## src/rtl/uart_pkg.sv

```systemverilog
// Shared types and line levels for the UART transmit path.
// The PARITY state is used only in builds that define UART_TX_PARITY_EN.
package uart_pkg;

  typedef enum logic [2:0] {
    IDLE,
    START,
    DATA,
    PARITY,
    STOP
  } state_t;

  localparam int   DATA_BITS   = 8;
  localparam logic IDLE_LEVEL  = 1'b1;
  localparam logic START_LEVEL = 1'b0;
  localparam logic STOP_LEVEL  = 1'b1;

endpackage

```

## src/rtl/uart_tx_block_pts_sr.sv

```systemverilog
// Parallel-to-serial shift register; the transmit-side mirror of stp_sr.
// Loading takes priority over shifting. Vacated bits fill with 1s.
module pts_sr #(
  parameter int NUM_BITS  = 8,
  parameter bit SHIFT_MSB = 1'b0
) (
  input  logic                clk,
  input  logic                n_rst,
  input  logic                load_enable,
  input  logic                shift_enable,
  input  logic [NUM_BITS-1:0] parallel_in,
  output logic                serial_out
);

  logic [NUM_BITS-1:0] sr;

  always_ff @(posedge clk) begin
    if (!n_rst) begin
      sr <= '1;
    end else if (load_enable) begin
      sr <= parallel_in;
    end else if (shift_enable) begin
      if (SHIFT_MSB) sr <= {sr[NUM_BITS-2:0], 1'b1};
      else           sr <= {1'b1, sr[NUM_BITS-1:1]};
    end
  end

  assign serial_out = SHIFT_MSB ? sr[NUM_BITS-1] : sr[0];

endmodule

```

## src/rtl/uart_tx_block.sv

```systemverilog
// UART transmitter: start bit, 8 data bits LSB first, stop bit, CLKS_PER_BIT clocks each.
// Defining UART_TX_PARITY_EN inserts an even-parity bit ahead of the stop bit.
module uart_tx_block
  import uart_pkg::*;
#(
  parameter int CLKS_PER_BIT = 10
) (
  input  logic       clk,
  input  logic       n_rst,
  input  logic       tx_start,
  input  logic [7:0] tx_data,
  output logic       serial_out,
  output logic       tx_busy,
  output logic       tx_done
);

  localparam int            CW      = (CLKS_PER_BIT > 1) ? $clog2(CLKS_PER_BIT) : 1;
  localparam logic [CW-1:0] CNT_MAX = CW'(CLKS_PER_BIT - 1);

  state_t        state, state_next;
  logic [CW-1:0] cnt, cnt_next;
  logic [2:0]    bit_idx, bit_idx_next;
  logic          cnt_max, load, shift, sr_out, line_next, done_next;

  assign cnt_max = (cnt == CNT_MAX);

`ifdef UART_TX_PARITY_EN
  logic parity_bit;

  always_ff @(posedge clk) begin
    if (!n_rst)    parity_bit <= 1'b0;
    else if (load) parity_bit <= ^tx_data;
  end
`endif

  pts_sr #(
    .NUM_BITS (DATA_BITS),
    .SHIFT_MSB(1'b0)
  ) u_pts_sr (
    .clk         (clk),
    .n_rst       (n_rst),
    .load_enable (load),
    .shift_enable(shift),
    .parallel_in (tx_data),
    .serial_out  (sr_out)
  );

  // The line is registered, so each bit is chosen at the edge that starts it:
  // the shifter's LSB is sampled and shifted out on the same edge.
  always_comb begin
    state_next   = state;
    cnt_next     = cnt_max ? '0 : cnt + 1'b1;
    bit_idx_next = bit_idx;
    load         = 1'b0;
    shift        = 1'b0;
    line_next    = serial_out;
    done_next    = 1'b0;
    case (state)
      IDLE: begin
        cnt_next  = '0;
        line_next = IDLE_LEVEL;
        if (tx_start) begin
          state_next = START;
          load       = 1'b1;
          line_next  = START_LEVEL;
        end
      end
      START: begin
        if (cnt_max) begin
          state_next   = DATA;
          bit_idx_next = '0;
          shift        = 1'b1;
          line_next    = sr_out;
        end
      end
      DATA: begin
        if (cnt_max) begin
          if (bit_idx == 3'(DATA_BITS - 1)) begin
`ifdef UART_TX_PARITY_EN
            state_next = PARITY;
            line_next  = parity_bit;
`else
            state_next = STOP;
            line_next  = STOP_LEVEL;
`endif
          end else begin
            bit_idx_next = bit_idx + 3'd1;
            shift        = 1'b1;
            line_next    = sr_out;
          end
        end
      end
`ifdef UART_TX_PARITY_EN
      PARITY: begin
        if (cnt_max) begin
          state_next = STOP;
          line_next  = STOP_LEVEL;
        end
      end
`endif
      STOP: begin
        if (cnt_max) begin
          state_next = IDLE;
          done_next  = 1'b1;
          line_next  = IDLE_LEVEL;
        end
      end
      default: begin
        state_next = IDLE;
        line_next  = IDLE_LEVEL;
      end
    endcase
  end

  always_ff @(posedge clk) begin
    if (!n_rst) begin
      state      <= IDLE;
      cnt        <= '0;
      bit_idx    <= '0;
      serial_out <= IDLE_LEVEL;
      tx_busy    <= 1'b0;
      tx_done    <= 1'b0;
    end else begin
      state      <= state_next;
      cnt        <= cnt_next;
      bit_idx    <= bit_idx_next;
      serial_out <= line_next;
      tx_busy    <= (state_next != IDLE);
      tx_done    <= done_next;
    end
  end

endmodule

```

## config.mk

```make
export PLATFORM = sky130hd
export DESIGN_NAME = uart_tx_block
export DESIGN_NICKNAME = d
export VERILOG_FILES = /design/src/rtl/uart_pkg.sv /design/src/rtl/uart_tx_block_pts_sr.sv /design/src/rtl/uart_tx_block.sv
export SDC_FILE = /design/constraint.sdc
export NUM_CORES = 1
export LEC_CHECK = 0
export ABC_CLOCK_PERIOD_IN_PS = 1900
export CORE_UTILIZATION = 30
export DETAILED_ROUTE_END_ITERATION = 8
export MAX_ROUTING_LAYER = met4
export SYNTH_ARGS = -nofsm -noshare
export SYNTH_HDL_FRONTEND = slang
export SYNTH_SLANG_ARGS = --single-unit
```

## constraint.sdc

```tcl
create_clock -name clk -period 1.9 [get_ports clk]
set_input_delay 0.38 -clock clk [delete_from_list [all_inputs] [get_ports clk]]
set_output_delay 0.38 -clock clk [all_outputs]
set_load 0.01 [all_outputs]
```

# == After elaboration in Yosys (flattened, before gate mapping) ==
# Index checks and enable logic that the tools add are counted.
# totals
regBits,21
inputBits,11
output_inout_bits,3
# classes
add_sub_neg,2
n_eq_ne,9
mux,24
n_bitwise,1
reduce_logical,8
# op_table
op,count
$mux 3,8
$mux 8,2
$pmux 3 s4,1
$mux 1,10
$ne 2x2->1 const B,4
$eq 3x3->1 const B,2
$pmux 3 s2,1
$add 4x1->4 const B,1
$eq 4x4->1 const B,1
$pmux 1 s4,1
$reduce_and 4->1,1
$reduce_bool 2->1,2
$add 3x1->3 const B,1
$eq 3x1->1 const B,1
$eq 3x2->1 const B,1
$logic_not 3->1,1
$reduce_and 3->1,1
$reduce_bool 3->1,1
$reduce_or 3->1,1
$pmux 1 s2,1
$reduce_and 2->1,1
$not 1->1,1

# == Depth between registers and ports, before layout ==
# Gate-level depths: netlist of the first run.
# logic_depth
depth_word,6
mapped_depth,8
mapped_depth_nobuf,6

# == Modules after synthesis ==
# A second synthesis of the first run with hierarchy kept.
# hier_totals
hier_cells,106
area_unflattened_um2,1042.2
# modules_own_cells
module,n_inst,cells_per_inst,area_per_inst_um2,seq_area_each_um2
uart_tx_block,1,71,644.4,260.2
pts_sr,1,35,397.9,160.2

# == Worst setup path before layout of the first run ==
# No wires, ideal clock.
# synth_timing
path_kind,register to register
startpoint,reg bit_idx[0]
endpoint,reg u_pts_sr.sr[0]
arrival_time_ns,1.734
setup_slack_ns,0.036
path_stages_with_launch,9
n_path_buf,2
cell_sequence,dfxtp_1 -> ha_1 -> ha_1 -> or3b_1 -> buf_6 -> a21o_1 -> buf_6 -> a211oi_1 -> o21ai_1
# synth_via
elab_chain_len,5
# synth_rtl
item,line,source
from (decl),uart_tx_block.sv:22,"logic [2:0] bit_idx, bit_idx_next;"
from (signal assigned),uart_tx_block.sv:126,bit_idx <= bit_idx_next;
$eq 3x3->1,uart_tx_block.sv:78,if (bit_idx == 3'(DATA_BITS - 1)) begin
$mux 1,uart_tx_block.sv:78,
$mux 1,uart_tx_block.sv:77,if (cnt_max) begin
$pmux 1 s2,uart_tx_block.sv:58,case (state)
$reduce_bool 2->1 (no line),-,
to (signal assigned),uart_tx_block_pts_sr.sv:21,sr <= parallel_in;
to (signal assigned),uart_tx_block_pts_sr.sv:23,"if (SHIFT_MSB) sr <= {sr[NUM_BITS-2:0], 1'b1};"
to (signal assigned),uart_tx_block_pts_sr.sv:24,"else sr <= {1'b1, sr[NUM_BITS-1:1]};"
to (decl),uart_tx_block_pts_sr.sv:15,logic [NUM_BITS-1:0] sr;
# Every way passes these cells.
# A chain may end at the register's enable or synchronous reset.

# == Worst setup path after layout of the first run ==
# Same ends and word-level chain as after synthesis.

==> results by group, run 1 <==
Run status
  – Outcome: finished, final reports clean

Synthesis
  – Yosys top cell area share: 0.4024
  – Yosys top cell by area: dfxtp_1
  – Synth area leaders: dfxtp_1 (40%), a211oi_1 (10%), nor2_1 (6.8%)
  – Syn Nets: 140
  – Seq/Total Area, Yosys: 0.4024
  – Mean post-synth cell area: 8.358 sq um
  – Synth Cell Area: 0.001045 sq mm
  – Yosys cell types: 32
  – Synthesized flop and latch total: 21
  – Post-Synthesis Cells: 125
  – YS warnings: 0

Place
  – GP Congestion: roughly 0.78
  – Post-Place Cells: 182
  – Port bufs: 13
  – DP HPWL: approximately 1500 microns

Setup path
  – Critical Path AT: 2.03 ns
  – Largest stage delay on the critical path: ~0.4 ns
  – Reg2reg setup slack: 0.07 ns
  – WS Path Type: reg2reg
  – Crit path cell chain: ha_1 > ha_1 > or3b_4 > a21o_4 > a211oi_1 > o21ai_1
  – R2R Path End: u_pts_sr.sr[0]$_SDFFE_PN1P_
  – Top cell by count, worst path: ha_1
  – Startpoint Class: register
  – Reg2reg start: bit_idx[0]$_SDFFE_PN0P_
  – Critical Path End Type: register
  – Worst endpoint required time: 2.10 ns
  – Slowest-stage cell, CP: or3b_4
  – R2R cell count: 6
  – Crit Path Max Fanout: 8

Clocking
  – Setup bufs post-CTS: 0
  – Clk slew on worst S/H paths: 0.12 ns
  – CTS root buffer: clkbuf_4
  – Post-cts resize count: 0
  – CTS Hold Buffers Added: 0
  – Num CTS Buffers: 3
  – CTS tree: yes
  – Clock Sinks: 21
  – Worst skew pair latency: 0.31 ns
  – CTS Buffer Depth: 2
  – CTS H-tree depth: 1

Hold path
  – Worst hold-check path type: reg2reg
  – Worst hold path stage count: 1
  – Worst Hold End: cnt[0]$_SDFF_PP0_
  – Hold path startpoint: cnt[0]$_SDFF_PP0_

Cells and area
  – Most common cell after layout, fill and taps aside: dfxtp_1
  – Util after Layout: 0.3828
  – Antenna cell count: 0
  – Most frequent cells in the layout: dfxtp_1 (20), nor2_1 (19), clkdlybuf4s50_1 (13)
  – Layout Cells excl Fill: 186
  – Share of cells above drive strength 1: 0.1214
  – Fillers: around 360
  – Register area: 421.7 sq um
  – Final #Nets: roughly 160
  – Syn-to-layout area delta: 22.28%
  – Area of the multi-input gates: about 570 sq um

Pwr
  – Leak: 0.5104 nW
  – Max IR drop VDD: 0.3062 mV
  – PD cells: 606.8 mW/mm^2

GRT
  – First-pass GRT wire length: 3477 microns
  – Number of global-route vias before repair: 826
  – Antenna violations before repair: 0
  – Largest net degree at the start of global routing: 17
  – GRT Overall Usage: 0.1295
  – Grt total ovfl: 0

Routing
  – Routed length per instance: 11.11 microns
  – 1st-iter DRT viols: 29
  – DR vias: around 900
  – DRC viols: 0
  – Detailed Route WL: 2067 microns
  – DR vias/cell: 4.828
  – Iteration count of the initial detailed-routing pass: 4
  – Detail Route Antenna Nets: 0

Timing
  – Final setup viols: 0
  – Fin. max-slew vios: 0
  – Clock period minus final worst setup slack: 1.829 ns
  – Crit share post-route: 0.9624
  – Maximum clock frequency: 546.9 MHz
  – Worst Max-Slew Pin Slew: 0.5343 ns
  – Final Hold Viols: 0
  – Final setup skew: approximately 0.0051 ns
  – Max_slew headroom: 0.6346

Flow run
  – Max Cap Viol: 0

Floorplanning
  – Die H: between 60 and 70 microns
  – Chip width: 61.01 microns
  – Die area: 0.003722 sq mm
  – Core Footprint: approximately 0.0033 sq mm
  – Initial Util: 0.3131
  – I/O pin count: 14
  – Core Rows: 21
==> cells by family (layout without fill, tap and decap cells) <==
logic type / Yosys count / after routing / share of synthesized area
fa+ha+maj: 4 / 4 / 0.04791
simple gates: 45 / 45 / 0.2156
xor+xnor: 2 / 2 / 0.01677
compound gates: 36 / 36 / 0.2287
flops: 21 / 21 / 0.4024
mux: 1 / 1 / 0.009581
buf+inv: 16 / 31 / 0.07903
==> cell type report <==
class                   instances  share of cell area
inverters                       9             0.02644
flip-flops and latches         21              0.3301
multi-input cells              88              0.4456
clock inverters                 1            0.003918
repair buffers                 18              0.1312
clock buffers                   3             0.01763
well taps                      46             0.04505
==> worst max-delay path by stage <==
stage | to | startpoint | slack, ns | cells after the start
floorplan | u_pts_sr.sr[0]$_SDFFE_PN1P_ | bit_idx[0]$_SDFFE_PN0P_ | 0.04 | 8
CTS | u_pts_sr.sr[6]$_SDFFE_PN1P_ | bit_idx[0]$_SDFFE_PN0P_ | 0.03 | 6
global route | serial_out$_SDFFE_PN1P_ | bit_idx[0]$_SDFFE_PN0P_ | -0.002 | 7
global placement | u_pts_sr.sr[5]$_SDFFE_PN1P_ | bit_idx[0]$_SDFFE_PN0P_ | 0.09 | 6
detailed placement | u_pts_sr.sr[5]$_SDFFE_PN1P_ | bit_idx[0]$_SDFFE_PN0P_ | 0.06 | 6
finish | u_pts_sr.sr[0]$_SDFFE_PN1P_ | bit_idx[0]$_SDFFE_PN0P_ | 0.07 | 6
==> sequential cells by signal, summed over array words and instances (netlist names) <==
| signal | cells |
|---|---|
| tx_done | 1 |
| tx_busy | 1 |
| state | 3 |
| bit_idx | 3 |
| cnt | 4 |
| u_pts_sr.sr | 8 |
| serial_out | 1 |
==> synth_stat cells <==
library cell,n
nand4b_1,1
nand2b_1,3
o22ai_1,1
nand2_1,7
mux2i_1,1
dfxtp_1,21
a21o_1,2
inv_1,9
or3b_1,1
a31o_2,1
and3b_1,1
buf_6,3
and3_1,1
ha_1,4
nor3_1,2
a21boi_0,3
nor2_1,19
xor2_1,1
xnor2_1,1
a21oi_1,2
nor2b_1,1
nand3b_1,2
or2b_1,1
a31oi_1,2
a2111oi_0,1
nand4bb_1,1
clkbuf_1,4
nand3_1,4
o21ai_0,3
and2_1,1
o21ai_1,7
a211oi_1,14
==> worst max-delay path: cells and delay by family (launching register included) <==
| family | cells | cell delay (ns) |
|---|---|---|
| compound gates | 3 | 0.59 |
| fa+ha+maj | 2 | 0.39 |
| flops | 1 | 0.35 |
| simple gates | 1 | 0.40 |
==> report_power, final <==
group	switching [mW]	internal, mW	total (mW)
Sequential	0.0112	0.456	0.467
Combinational	0.0438	0.0468	0.0905
Clock	0.139	0.0786	0.217
==> through the flow <==
stage / hold WS (ns) / power [mW] / area [sq um] / setup slack, ns / TNS [ns]
4_1_cts: 0.4870 / 0.7862 / 1249 / 0.02846 / 0
3_5_place_dp: 0.4569 / 0.5657 / 1221 / 0.05923 / 0
3_3_place_gp: 0.4466 / 0.5648 / 1221 / 0.09469 / 0
6_report: 0.4781 / 0.7751 / 1277 / 0.07146 / 0
5_1_grt: 0.5091 / 0.8171 / 1277 / -0.001600 / -0.001600
2_1_floorplan: 0.4337 / 0.5255 / 1045 / 0.03610 / 0
==> metal layers <==
metal  track usage  wire length [microns]  vias to the layer above
met5             -                      0                        -
met3       0.04412                    124                        4
li1              -                      -                      468
met4       0.02922                     18                        0
met2        0.2135                    910                       25
met1        0.1528                   1013                      401
No activity file was read; power rests on OpenSTA's default activity.
==> run 2, diff against run 1 <==
--- a/config.mk
+++ b/config.mk
@@ -5,7 +5,9 @@
 export SDC_FILE = /design/constraint.sdc
 export NUM_CORES = 1
 export LEC_CHECK = 0
-export ABC_CLOCK_PERIOD_IN_PS = 1900
+export ABC_CLOCK_PERIOD_IN_PS = 1550
+export CORE_ASPECT_RATIO = 2
+export CORE_MARGIN = 4
 export CORE_UTILIZATION = 30
 export DETAILED_ROUTE_END_ITERATION = 8
 export MAX_ROUTING_LAYER = met4
==> constraint.sdc (replaced) <==
create_clock -name clk -period 1.55 [get_ports clk]
set_input_delay 0.31 -clock clk [delete_from_list [all_inputs] [get_ports clk]]
set_output_delay 0.31 -clock clk [all_outputs]
set_load 0.01 [all_outputs]
==> run 2 against run 1 <==
Via count increased by 10%. Critical path depth did not move. Sequential share of layout area shrank 4.5 points. Largest cell class unchanged. Largest power group unchanged. Clock-buffer cell count grew 1. The run now ends with setup timing left. Clock skew decreased by 0.00088 ns.
==> results by group, run 2 (synthesis results as in run 1) <==
Run status
  – Outcome: finished, violations left
  – Failing checks: setup timing

Place
  – Pre-CTS worst setup slack: -0.2643 ns (-0.3235 ns)
  – GP Congestion: 0.8720 (+11%)
  – DP HPWL: 1934 microns (+27%)
  – Port bufs: 13 (unchanged)
  – Post-Place Cells: 177 (-2.7%)

Cells and area
  – Register area: 422.9 sq um (+0.30%)
  – Antenna cell count: 0 (unchanged)
  – Largest registers: u_pts_sr.sr: 8 flops, cnt: 4 flops
  – Most flop-heavy register: u_pts_sr.sr
  – Area of the multi-input gates: 688.2 sq um (+21%)
  – Share of cells above drive strength 1: 0.2867 (+0.1652)
  – Max reg flops: 8 (unchanged)
  – Final #Nets: 166 (+6.4%)
  – Fillers: 331 (-9.1%)
  – Layout Cells excl Fill: 182 (-2.2%)
  – Syn-to-layout area delta: 41.80%
  – Most frequent cells in the layout: nor2_1 (19), dfxtp_1 (19), a211oi_2 (14)

Timing
  – RSZ-0062 raised after global routing: yes
  – Final Hold Viols: 0 (unchanged)
  – Setup ws final: -0.1331 ns (-0.2046 ns)
  – Crit share post-route: 1.086 (+0.1235)
  – Maximum clock frequency: 594.1 MHz (+8.6%)
  – Worst Max-Slew Pin Slew: 0.3007 ns (-0.2336 ns)
  – Fin. max-slew vios: 0 (unchanged)
  – Clock period minus final worst setup slack: 1.683 ns (-0.1454 ns)
  – Max_slew headroom: 0.7980 (+0.1634)
  – Final setup viols: 12 (+12)
  – Final setup skew: 0.004235 ns (-0.0008828 ns)

Clocking
  – Clock Sinks: 21 (unchanged)
  – Num CTS Buffers: 3 (unchanged)
  – CTS Buffer Depth: 2 (unchanged)
  – CTS tree: yes
  – CTS Hold Buffers Added: 0 (unchanged)
  – CTS root buffer: clkbuf_8
  – CTS H-tree depth: 1 (unchanged)
  – Clk slew on worst S/H paths: 0.07 ns (-0.05 ns)
  – Setup bufs post-CTS: 0 (unchanged)
  – Worst skew pair latency: 0.26 ns (-0.05 ns)

Floorplanning
  – Core Rows: 30 (+43%)
  – Die H: 91.46 microns (+50%)
  – Core Footprint: 0.003378 sq mm (+1.2%)
  – Chip width: 49.73 microns (-18%)
  – Die area: 0.004548 sq mm (+22%)
  – I/O pin count: 14 (unchanged)
  – Initial Util: 0.3093 (-0.003827)

Setup path
  – WS Path Type: reg2reg
  – Crit Path Max Fanout: 5 (-3)
  – Critical Path End Type: register
  – Startpoint Class: register
  – Worst endpoint required time: 1.69 ns (-0.41 ns)
  – Critical Path AT: 1.83 ns (-0.20 ns)

Hold path
  – Worst hold-check path type: reg2reg

GRT
  – Number of global-route vias before repair: 1051 (+27%)
  – Grt total ovfl: 0 (unchanged)
  – Largest net degree at the start of global routing: 17 (unchanged)
  – GRT Overall Usage: 0.1316 (+0.002103)
  – Antenna violations before repair: 0 (unchanged)
  – First-pass GRT wire length: 4526 microns (+30%)

Pwr
  – Max IR drop VDD: 0.3022 mV (-1.3%)
  – Leak: 0.5839 nW (+14%)
  – PD cells: 735.3 mW/mm^2 (+21%)

Routing
  – Detail Route Antenna Nets: 0 (unchanged)
  – DRC viols: 0 (unchanged)
  – DR vias/cell: 5.434 (+13%)
  – Routed length per instance: 14.52 microns (+31%)
  – Detailed Route WL: 2643 microns (+28%)
  – Iteration count of the initial detailed-routing pass: 4 (unchanged)
  – 1st-iter DRT viols: 22 (-24%)
  – DR vias: 989 (+10%)

Flow run
  – Max Cap Viol: 0 (unchanged)
[run 2: cell types whose count changed in the layout (fill, tap and decap cells not counted), moves of 2 or more]
| cell | previous run | this run |
|---|---|---|
| a211oi_1 | 12 | 0 |
| a211oi_2 | 2 | 14 |
| a21boi_0 | 3 | 0 |
| a21boi_1 | 0 | 3 |
| buf_4 | 5 | 12 |
| clkbuf_4 | 3 | 0 |
| clkbuf_8 | 0 | 3 |
| ha_1 | 4 | 2 |
| ha_4 | 0 | 2 |
[run 2: metal layers]
| layer | GRT usage | wire length [microns] |
|---|---|---|
| met1 | 0.1165 | 959 |
| met2 | 0.2434 | 1498 |
| met3 | 0.02135 | 100 |
| met4 | 0.08776 | 86 |
| met5 | - | 0 |
[run 2: worst paths after layout]
check / slack [ns] / start / cells after the start / endpoint
worst max-delay path: -0.13 / bit_idx[0]$_SDFFE_PN0P_ / 6 / u_pts_sr.sr[2]$_SDFFE_PN1P_
worst max register to register: -0.13 / bit_idx[0]$_SDFFE_PN0P_ / 6 / u_pts_sr.sr[2]$_SDFFE_PN1P_
worst min-delay path: 0.47 / bit_idx[1]$_SDFFE_PN0P_ / 2 / bit_idx[1]$_SDFFE_PN0P_
worst min register to register: 0.47 / bit_idx[1]$_SDFFE_PN0P_ / 2 / bit_idx[1]$_SDFFE_PN0P_
[run 2: power by group]
group	internal [mW]	total [mW]	switching, mW	leakage, nW
logic	0.0809	0.154	0.0730	0.388
registers	0.559	0.571	0.0126	0.173
clock network	0.183	0.364	0.181	0.0228
total	0.823	1.09	0.266	0.584
[run 2: layout make-up]
class | count | share of cell area
well taps | 32 | 0.02703
clock buffers | 4 | 0.03041
repair buffers | 27 | 0.1698
flip-flops and latches | 21 | 0.2855
multi-input cells | 89 | 0.4645
inverters | 9 | 0.02280
[run 2: through the flow]
step	hold WS, ns	total power [mW]	cell area [sq um]	utilization	TNS [ns]
finish	0.4725	1.089	1481	0.4385	-1.216
global route	0.5039	1.135	1481	0.4385	-2.113
CTS	0.4872	1.096	1455	0.4307	-1.485
detailed placement	0.4934	0.7235	1345	0.3981	-2.527
global placement	0.4854	0.7200	1345	0.3981	-2.135
floorplan	0.4337	0.6520	1106	-	-2.020
[run 2: critical path, cell delays in order (launching register included)]
cell and delay, ns:
dfxtp_2 0.34, ha_4 0.16, ha_4 0.15, or3b_4 0.40, a21o_4 0.25, a211oi_2 0.18, o21ai_1 0.08
[run 2: what timing repair did]
| item | in CTS | in global routing |
|---|---|---|
| pin swaps | 3 | 3 |
| gates resized for setup | 15 | 7 |
| endpoints found under the hold margin | 0 | 0 |
| setup endpoints to repair | 13 | 14 |
| gates cloned | 1 | 0 |
==> run 3, diff against run 2 <==
--- a/config.mk
+++ b/config.mk
@@ -9,6 +9,7 @@
 export CORE_ASPECT_RATIO = 2
 export CORE_MARGIN = 4
 export CORE_UTILIZATION = 30
+export CTS_CLUSTER_SIZE = 40
 export DETAILED_ROUTE_END_ITERATION = 8
 export MAX_ROUTING_LAYER = met4
 export SYNTH_ARGS = -nofsm -noshare
==> results of run 3 <==
The final DEF is identical to that of run 2; final timing and power are the same.
==> RTL edit 1, RTL diff (settings of run 1) <==
Put one more register stage on the output `tx_done`, with the module's reset. The value now appears one clock later. The other outputs are not delayed to match.
--- a/src/rtl/uart_tx_block.sv
+++ b/src/rtl/uart_tx_block.sv
@@ -16,6 +16,8 @@
 
   localparam int            CW      = (CLKS_PER_BIT > 1) ? $clog2(CLKS_PER_BIT) : 1;
   localparam logic [CW-1:0] CNT_MAX = CW'(CLKS_PER_BIT - 1);
+
+  logic tx_done_s0;
 
   state_t        state, state_next;
   logic [CW-1:0] cnt, cnt_next;
@@ -119,14 +121,22 @@
       bit_idx    <= '0;
       serial_out <= IDLE_LEVEL;
       tx_busy    <= 1'b0;
-      tx_done    <= 1'b0;
+      tx_done_s0 <= 1'b0;
     end else begin
       state      <= state_next;
       cnt        <= cnt_next;
       bit_idx    <= bit_idx_next;
       serial_out <= line_next;
       tx_busy    <= (state_next != IDLE);
-      tx_done    <= done_next;
+      tx_done_s0 <= done_next;
+    end
+  end
+
+  always_ff @(posedge clk) begin
+    if (!n_rst) begin
+      tx_done <= '0;
+    end else begin
+      tx_done <= tx_done_s0;
     end
   end
 
Check against the original RTL: no difference found for any inputs over 10 cycles, from zero or initial values and one cycle with n_rst low; that may be too few to reach the edited logic, so the function may still have changed.
==> RTL edit 1 against run 1 <==
Final area is 16% higher. Power is 23% higher. Sequential cell count is 1 higher. First-iteration DRC count is 110% higher. Final cell count is 3.8% higher. Clock skew is 1.8 ps higher. Area after synthesis is 4.1% higher. Clock power is 65% higher. Routed wire length is 22% higher. Setup slack worse by 44 ps. Via count is 8.4% higher. Highest routed layer unchanged.
==> RTL edit 1: results (changes against run 1) <==
Placed design
  – I/O Buffers: 13 (unchanged)
  – HPWL Detailed: 1580 um (+4.0%)
  – GP Congestion: 0.785 (+0.13%)
  – DP Worst Slack: -29.8 ps (-89.0 ps)
  – DP Area: 0.00126 mm^2 (+3.2%)

Logic synthesis
  – Synth top area cells: dfxtp_1, a211oi_1, nor2_1, ha_1, o21ai_1
  – Post-synth top cells: dfxtp_1, nor2_1, a211oi_1, inv_1, o21ai_1
  – Post-Synth XOR/XNOR Area: 0.0242 (+0.00740)
  – Synth Area in Adders: 0.0460 (-0.00187)
  – Sequential area share after synthesis: 0.405 (+0.00267)
  – Library cells used by synthesis: 33 (+3.1%)
  – Synth warnings: 0 (unchanged)
  – Mux contribution to synthesized area: 0 (-0.00958)
  – Syn nets: 142 (+1.4%)
  – Compound-Gate Fraction of Synth Area: 0.226 (-0.00320)

Final layout
  – FFs & Latches: 22 (+4.8%)
  – Multi-input gates: 88 (unchanged)
  – NumNets Final: 163 (+4.5%)
  – Non-clock buffer count: 24 (+6)
  – Multi-input combinational area share: 0.450 (+0.00482)
  – Seq/total area: 0.300 (-0.0303)
  – Layout cells sized above 1: 0.238 (+0.117)
  – Non-clk buf share: 0.152 (+0.0212)
  – Fillers: 362 (-0.55%)
  – Clock buf/inv share: 0.0356 (+0.0140)
  – Final instance area: 0.00148 mm^2 (+16%)
  – Biggest regs: u_pts_sr.sr x8, cnt x4

Floorplanning
  – Tapcells: 46 (unchanged)

Critical path
  – CP Max Fanout: 4 (-4)
  – Peak per-stage delay on the critical path: 410 ps
  – Arr. time, crit path: 2080 ps (+50 ps)
  – Worst path top cell family by delay: compound AO/OA/AOI/OAI gates

Pwr
  – Maximum VDD drop: 375 uV (+23%)
  – Leak: 0.562 nW (+10%)

Clock tree
  – Clock Path Buffers: 2 (unchanged)
  – Root buffer cell: clkbuf_4
  – Worst skew pair latency: 310 ps (about the same)
  – H-tree Lvls: 1 (unchanged)
  – CTS clk-pin slew, worst paths: 130 ps
  – Postcts setup bufs: 0 (unchanged)
  – Number of gates resized after CTS: 2 (+2)

STA
  – Final Hold Viols: 0 (unchanged)
  – Max-slew headroom: 0.634 (about the same)
  – Layout Skew: 6.88 ps (+1.77 ps)

Run status
  – Status: complete, no violations

GRT
  – Number of global-route vias before repair: 903 (+9.3%)
  – Largest net degree at the start of global routing: 17 (unchanged)
  – First-pass GRT wire length: 3780 um (+8.7%)
  – Met2 usage: 0.202 (-0.0116)
  – Total track usage: 0.124 (-0.00575)
  – M3 GR Usage: 0.0478 (+0.00368)
  – Met1 global-route usage: 0.144 (-0.00870)

Detailed routing
  – Iteration-0 DRC Markers: 60 (+110%)
  – Via Count: 973 (+8.4%)
  – Drt pass-1 iters: 4 (unchanged)
  – Final wirelength: 2530 um (+22%)
  – M1 wire length: 1160 um (+15%)
  – Met2 WL: 1230 um (+35%)

Min path
  – Hold Crit Class: register to register
-- RTL edit 1: changes by cell type after synthesis, sizes merged, moves of 2 or more --
cell	delta
a21oi	+2
buf	+4
clkbuf	-3
nand2	-2
-- RTL edit 1: final timing paths --
check,depth (start not counted),start,endpoint,slack (ps)
hold / removal,1,tx_done_s0,tx_done,450
hold reg to reg,1,tx_done_s0,tx_done,450
setup / recovery,7,bit_idx[0],u_pts_sr.sr[1],30
setup reg to reg,7,bit_idx[0],u_pts_sr.sr[1],30
-- RTL edit 1: power by group --
| group | switching [W] | internal, W |
|---|---|---|
| logic | 0.0000550 | 0.0000538 |
| clock network | 0.000145 | 0.000213 |
| registers | 0.0000116 | 0.000477 |
| total | 0.000212 | 0.000744 |
-- RTL edit 1: through the flow --
| stage | TNS, ps | std cells |
|---|---|---|
| after floorplan | 0 | 127 |
| after global placement | 0 | 185 |
| after detailed placement | -54.9 | 185 |
| after CTS | 0 | 189 |
| after global routing | -75.5 | 193 |
| final | 0 | 193 |
==> RTL edit 2, RTL diff (flow settings as in run 1) <==
Made on the original files. Change the parameter `CLKS_PER_BIT` from 10 to 12.
--- a/src/rtl/uart_tx_block.sv
+++ b/src/rtl/uart_tx_block.sv
@@ -3,7 +3,7 @@
 module uart_tx_block
   import uart_pkg::*;
 #(
-  parameter int CLKS_PER_BIT = 10
+  parameter int CLKS_PER_BIT = 12
 ) (
   input  logic       clk,
   input  logic       n_rst,
Function: no difference found for any inputs over 10 cycles, from zero or initial values and one cycle with n_rst low; that may be too few to reach the edited logic, so the function may still have changed.
==> RTL edit 2 against run 1 <==
Sequential cell count stayed put. Area after synthesis is 1.3% lower. Die area down 1.3%. Non-clock buffer count fell by 1. Power down 0.86%. Final area decreased by 1.6%. Routed wire length fell by 4.7%. Setup slack got worse by 5.4 ps. Utilization rose by 1.6 points. Critical path type unchanged. Largest cell class unchanged.
==> RTL edit 2: results (changes against run 1) <==
Run status
  – Status: complete, no violations

Critical path
  – CP Max Fanout: 10 (+2)
  – CP max stage cell: or3b_1
  – Peak per-stage delay on the critical path: 380 ps (-20 ps)

Detailed routing
  – Final wirelength: 1970 um (-4.7%)
  – Iteration-0 DRC Markers: 18 (-38%)
  – Drt pass-1 iters: 4 (unchanged)

Logic synthesis
  – Syn nets: 137 (-2.1%)
  – Syn Inst Count: 123 (-1.6%)
  – Library cells used by synthesis: 32 (unchanged)
  – Post-synth top cells: dfxtp_1, nor2_1, a211oi_1, inv_1
  – Synth top area cells: dfxtp_1, a211oi_1, nor2_1, ha_1, o21ai_1

Pwr
  – Maximum VDD drop: 185 uV (-40%)
  – Leak: 0.502 nW (-1.6%)

GRT
  – Largest net degree at the start of global routing: 18 (+1)
  – Number of global-route vias before repair: 835 (+1.1%)
  – First-pass GRT wire length: 3520 um (+1.2%)

Placed design
  – Placed insts: 177 (-2.7%)
  – DP Area: 0.00120 mm^2 (-1.9%)
  – GP Congestion: 0.813 (+3.7%)
  – DP Worst Slack: -13.0 ps (-72.2 ps)
  – HPWL Detailed: 1500 um (-1.2%)

Final layout
  – Layout cells sized above 1: 0.109 (-0.0119)
  – NumNets Final: 152 (-2.6%)
  – Non-Filler Instances: 181 (-2.7%)

STA
  – Max-slew headroom: 0.607 (-0.0279)
  – Layout Skew: 3.31 ps (-1.81 ps)
RTL edit 2: layout make-up:
class                      instances  area [um^2]
fill                             333         1900
sequential                        21          420
inverter                           8         30.0
clock buffer                       3         22.5
tap                               44         55.1
multi-input combinational         87          564
timing repair buffer              17          160
clock inverter                     1         5.00
RTL edit 2: report_power, final:
| part | internal (W) | switching, W |
|---|---|---|
| sequential | 0.000456 | 0.0000110 |
| clock | 0.0000785 | 0.000134 |
| combinational | 0.0000462 | 0.0000427 |
| total | 0.000581 | 0.000188 |
RTL edit 2: critical path: cells and delay by family, from the launching register on:
kind	cells	cell delay (ps)
DFF	1	340
AOI/OAI and AO/OA	3	630
and+or+nand+nor	1	380
adders and majority gates	2	380
RTL edit 2: per-layer routing:
| layer | part of all wire | routed length, um | track usage | vias to the layer above |
|---|---|---|---|---|
| li1 | - | - | - | 463 |
| met1 | 0.47 | 932 | 0.150 | 419 |
| met2 | 0.49 | 956 | 0.223 | 9 |
| met3 | 0.016 | 31 | 0.0128 | 5 |
| met4 | 0.025 | 49 | 0.0682 | 0 |
| met5 | 0 | 0 | - | - |
RTL edit 2: logic make-up after synthesis:
group	share of synthesized area
buffers and inverters	0.0765
AO/OA/AOI/OAI	0.232
adder cells (fa/ha/maj)	0.0364
flip-flops	0.408
multiplexers	0.00971
XOR/XNOR	0.0170
AND/OR/NAND/NOR	0.221
RTL edit 2: repair_timing:
action / in CTS / in global routing
endpoints found under the setup margin: 3 / 10
gates resized for setup: 1 / 7
cloned: 0 / 0
buffers inserted: 0 / 0
RTL edit 2: worst paths after layout:
kind | to | cells past startpoint | slack, ps
max reg2reg | u_pts_sr.sr[4] | 6 | 70
min reg2reg | cnt[0] | 1 | 460
max | u_pts_sr.sr[4] | 6 | 70
min | cnt[0] | 1 | 460
